<file path="config.mk">
export PLATFORM = sky130hd
export DESIGN_NAME = seq_add_sub
export DESIGN_NICKNAME = d
export VERILOG_FILES = /design/src/rtl/seq_add_sub_defs.sv /design/src/rtl/add_digit.sv /design/src/rtl/seq_add_sub.sv
export SDC_FILE = /design/constraint.sdc
export NUM_CORES = 1
export LEC_CHECK = 0
export CAP_MARGIN = 25
export CORE_ASPECT_RATIO = 1.4
export CORE_UTILIZATION = 30
export CTS_CLUSTER_DIAMETER = 40
export DETAILED_ROUTE_END_ITERATION = 8
export DONT_BUFFER_PORTS = 1
export PLACE_DENSITY = 0.52
export SETUP_SLACK_MARGIN = 0.2
export SKIP_LAST_GASP = 1
export SYNTH_ARGS = -nofsm -noshare
export SYNTH_HDL_FRONTEND = slang
export SYNTH_SLANG_ARGS = --single-unit
</file>
<file path="constraint.sdc">
create_clock -name clk -period 5.9 [get_ports clk]
set_input_delay 0.59 -clock clk [delete_from_list [all_inputs] [get_ports clk]]
set_output_delay 0.59 -clock clk [all_outputs]
set_load 0.01 [all_outputs]
</file>
<file path="src/rtl/seq_add_sub_defs.sv">
// Shared definitions for the digit-serial adder/subtractor: state encoding and sizing helper.
package seq_add_sub_defs;

    typedef enum logic [1:0] {
        StIdle = 2'd0,
        StRun  = 2'd1,
        StDone = 2'd2
    } state_e;

    function automatic int unsigned num_digits(input int unsigned width, input int unsigned digit);
        return width / digit;
    endfunction

endpackage

</file>
<file path="src/rtl/add_digit.sv">
// DIGIT-bit ripple-carry adder built from full-adder cells; exposes the carry into the MSB
// so the caller can derive signed overflow.
module add_digit #(
    parameter int unsigned DIGIT = 4
) (
    input  logic [DIGIT-1:0] a,
    input  logic [DIGIT-1:0] b,
    input  logic             cin,
    output logic [DIGIT-1:0] sum,
    output logic             cout,
    output logic             c_msb_in
);

    logic [DIGIT:0] c;

    assign c[0] = cin;

    for (genvar i = 0; i < DIGIT; i++) begin : g_fa
        assign sum[i]   = a[i] ^ b[i] ^ c[i];
        assign c[i+1]   = (a[i] & b[i]) | (c[i] & (a[i] ^ b[i]));
    end

    assign cout     = c[DIGIT];
    assign c_msb_in = c[DIGIT-1];

endmodule

</file>
<file path="src/rtl/seq_add_sub.sv">
// Digit-serial adder/subtractor: processes DIGIT bits per cycle over WIDTH/DIGIT cycles,
// with registered result and flags and a one-cycle done pulse.
module seq_add_sub
    import seq_add_sub_defs::*;
#(
    parameter int unsigned WIDTH = 32,
    parameter int unsigned DIGIT = 4
) (
    input  logic             clk,
    input  logic             rst,
    input  logic             start,
    input  logic             sub,
    input  logic [WIDTH-1:0] a,
    input  logic [WIDTH-1:0] b,
    output logic             busy,
    output logic             done,
    output logic [WIDTH-1:0] result,
    output logic             cout,
    output logic             ovf,
    output logic             zero
);

    localparam int unsigned N  = num_digits(WIDTH, DIGIT);
    localparam int unsigned CW = (N > 1) ? $clog2(N) : 1;

    if (DIGIT < 1 || (WIDTH % DIGIT) != 0) begin : g_bad_params
        $error("seq_add_sub: WIDTH must be a non-zero multiple of DIGIT");
    end

    state_e           state_q;
    logic [WIDTH-1:0] a_q;
    logic [WIDTH-1:0] b_q;
    logic             carry_q;
    logic [CW-1:0]    cnt_q;

    logic [DIGIT-1:0] dig_a;
    logic [DIGIT-1:0] dig_b;
    logic [DIGIT-1:0] dig_sum;
    logic             dig_cout;
    logic             dig_msb_in;
    logic [WIDTH-1:0] res_next;
    logic             last;
    int unsigned      base;

    always_comb begin
        base     = int'(cnt_q) * DIGIT;
        dig_a    = a_q[base +: DIGIT];
        dig_b    = b_q[base +: DIGIT];
        res_next = result;
        res_next[base +: DIGIT] = dig_sum;
        last     = (cnt_q == CW'(N - 1));
    end

    add_digit #(
        .DIGIT (DIGIT)
    ) u_add_digit (
        .a        (dig_a),
        .b        (dig_b),
        .cin      (carry_q),
        .sum      (dig_sum),
        .cout     (dig_cout),
        .c_msb_in (dig_msb_in)
    );

    always_ff @(posedge clk) begin
        if (rst) begin
            state_q <= StIdle;
            a_q     <= '0;
            b_q     <= '0;
            carry_q <= 1'b0;
            cnt_q   <= '0;
            result  <= '0;
            cout    <= 1'b0;
            ovf     <= 1'b0;
            zero    <= 1'b0;
        end else begin
            unique case (state_q)
                StIdle, StDone: begin
                    if (start) begin
                        // Subtraction is A + ~B + 1, the +1 entering as the initial carry.
                        a_q     <= a;
                        b_q     <= sub ? ~b : b;
                        carry_q <= sub;
                        cnt_q   <= '0;
                        state_q <= StRun;
                    end else begin
                        state_q <= StIdle;
                    end
                end
                StRun: begin
                    result  <= res_next;
                    carry_q <= dig_cout;
                    cnt_q   <= cnt_q + 1'b1;
                    if (last) begin
                        state_q <= StDone;
                        cout    <= dig_cout;
                        ovf     <= dig_msb_in ^ dig_cout;
                        zero    <= (res_next == '0);
                    end
                end
                default: state_q <= StIdle;
            endcase
        end
    end

    assign busy = (state_q == StRun);
    assign done = (state_q == StDone);

endmodule

</file>
==> metrics <==
Async S/R FF share, synth=0%; Wirelength per Cell=17.4 microns; data arrival time of the critical path=4.70 ns; clock-pin slew on the worst setup and hold paths=0.07 ns; initial antenna violation count=0; Fmax achieved=227 MHz; WP buf/inv=2; fraction of layout cells with a size suffix above 1=7.80%; Final Hold Fails=0; RSZ-0062 raised after global routing=no; Area contributors post-synth=dfxtp_1 42%, mux4_2 7.2%, nor2_1 6.8%; Leakage Power=1.92 nW; warnings from Yosys=0; Post-CTS Setup Bufs=0; Initial DRC Count=303; Die Width=112 microns; footprint of the multi-input gates=2730 sq um; storage element area=2100 sq um; final max-slew violation count=0; top-area cell type share of the netlist area=41.7%; CP max stage delay=0.87 ns; Std-Cell Rows=55; post-route ant nets=0; slowest stage cell, crit path=dfxtp_1; synthesized cell area=5040 sq um; total negative slack=0 ns; Fillers=1693; Post-Layout Cell Count=763; critical path depth=13; IO Port Bufs=0; fin crit period=4.41 ns; Worst setup SP type=flop; Max-slew headroom=43.7%; syn nets=667; Worst path top cell family by delay=adder cells; Post-synth EDFFs=0; largest net degree at the start of global routing=107; clk sinks=105; fin area=5450 sq um; met2 routed WL=7120 microns; Hold WS=0.309 ns; Detailed Routing Iterations Pass 1=9; CTS Root Cell=clkbuf_16; drt total wl=13300 microns; Power Dens Cells=295 nW/um^2; share of the yosys chip area belonging to registers=41.7%; DP Cell Count=747; GP Congestion=0.810; Final #Nets=638; met3 WL=881 microns; Hold Crit Class=primary input to flop; run status=finished, violations left; Vias=4002; htree depth=3; mean post-synth cell area=8.57 sq um; crit-path max FO=17; n_diodes=0; Post-CTS Resized=0; flops & latches, synth=105; first-pass GRT wire length=20900 microns; CP Cell Sequence=mux4_2 -> mux2i_1 -> fa_1 -> inv_1 -> fa_1 -> inv_1 -> fa_1 -> fa_1 -> nand2_1 -> or3b_2 -> o211ai_1 -> or4_1 -> o21ai_1; Synth-to-Final Area Change=8.19%; Worst Hold Depth=1; DP Area=5150 sq um; number of setup violations in the final report=0; vias in the first global route=3930; Core Box Area=16300 sq um; Die Ht=155 microns; Hold Buf Count CTS=0; most frequent CP cell=fa_1; Num CTS Buffers=9; Synth area leader=dfxtp_1; crit path kind=flop to flop; Worst Path Required=6.19 ns; io pins=105; Mapped Cells=588; all-layer global routing usage=15.7%; top sig layer=met4; Most used DFF post-synth=dfxtp_1; number of library cell types mapped by synthesis=44; detailed placer's ending HPWL=9880 microns; Peak VDD IR=0.119 mV; DRC viols=7; M1 WL=5150 microns; Total Power=1.61 mW; Starting Density=30.9%; Max Cap Viol=0; Clock Path Buffers=2; worst-margin pin slew=0.844 ns; failing checks=DRC; GRT Residual Overflow=0; Final period util=74.7%; vias per inst=5.25; r2r worst-path depth=13; TritonCTS clock tree=yes; Critical Path End Type=flop; Worst-Skew Late Latency=0.35 ns; skew final=0.00804 ns; die area=17300 sq um
-- where the power goes --
part           leakage [nW]  internal (mW)  switching [mW]  total [mW]
Sequential            0.859          0.746          0.0286       0.774
Clock                 0.151          0.344           0.275       0.619
Combinational         0.913         0.0888           0.126       0.215
Total                  1.92           1.18           0.430        1.61
-- cells in the final DEF, fill, tap and decap left out, types with 5 or more instances in the layout --
cell type,synthesis,routed
dfxtp_1,105,105
nor2_1,91,91
nand2_1,89,89
a21oi_1,64,64
a211oi_1,33,33
xnor2_1,32,32
mux4_2,16,16
nor3_1,15,15
mux2i_1,12,12
clkbuf_16,0,9
nand3_1,8,8
inv_1,7,7
ha_1,7,7
nand2b_1,5,5
nor2b_1,6,5
-- sequential cells by signal, summed over array words and instances, names as in the netlist --
name,count
zero,1
cnt_q,3
carry_q,1
state_q,2
cout,1
result,32
b_q,32
a_q,32
ovf,1
-- area by class of cell --
class / count / area share (%)
Clock inverter: 5 / 1.12
Multi-Input combinational cell: 430 / 50.0
Sequential cell: 105 / 38.6
Clock buffer: 11 / 4.45
Tap cell: 199 / 4.57
Inverter: 9 / 0.620
Timing Repair Buffer: 4 / 0.689
-- per-stage QoR --
step / worst slack [ns] / util [%]
2_1_floorplan: 1.82 / -
4_1_cts: 1.47 / 33.4
3_3_place_gp: 1.62 / 31.5
6_report: 1.49 / 33.4
5_1_grt: 1.25 / 33.4
3_5_place_dp: 1.50 / 31.6
-- Yosys cell counts (5+ instances only) --
library cell  instances
inv_1                 7
a211oi_1             33
nand2b_1              5
nor3_1               15
a21oi_1              64
nand2_1              89
dfxtp_1             105
mux2i_1              12
mux4_2               16
nand3_1               8
ha_1                  7
xnor2_1              32
nor2_1               91
nor2b_1               6
clkbuf_1             34
-- logic make-up (layout without fill, tap and decap cells) --
group	Yosys count	in the layout	synth area share, %
xor+xnor	33	33	5.74
compound gates	121	121	15.0
mux	28	28	9.54
simple gates	237	237	20.3
fa+ha+maj	11	11	3.33
buf+inv	53	29	4.35
flops	105	105	41.7
-- worst paths after layout --
| path | startpoint | to | slack (ns) |
|---|---|---|---|
| worst max-delay path | cnt_q[1] | zero | 1.49 |
| worst min-delay path | rst | result[15] | 0.31 |
| worst max register to register | cnt_q[1] | zero | 1.49 |
| worst min register to register | a_q[20] | a_q[20] | 0.46 |
-- routing by layer --
| metal | GRT usage (%) | vias up |
|---|---|---|
| met5 | 0 | - |
| met4 | 5.86 | 0 |
| met3 | 4.56 | 9 |
| met2 | 29.4 | 124 |
| met1 | 16.5 | 1879 |
| li1 | - | 1990 |
Note: power is estimated with default switching activity, not from simulation.
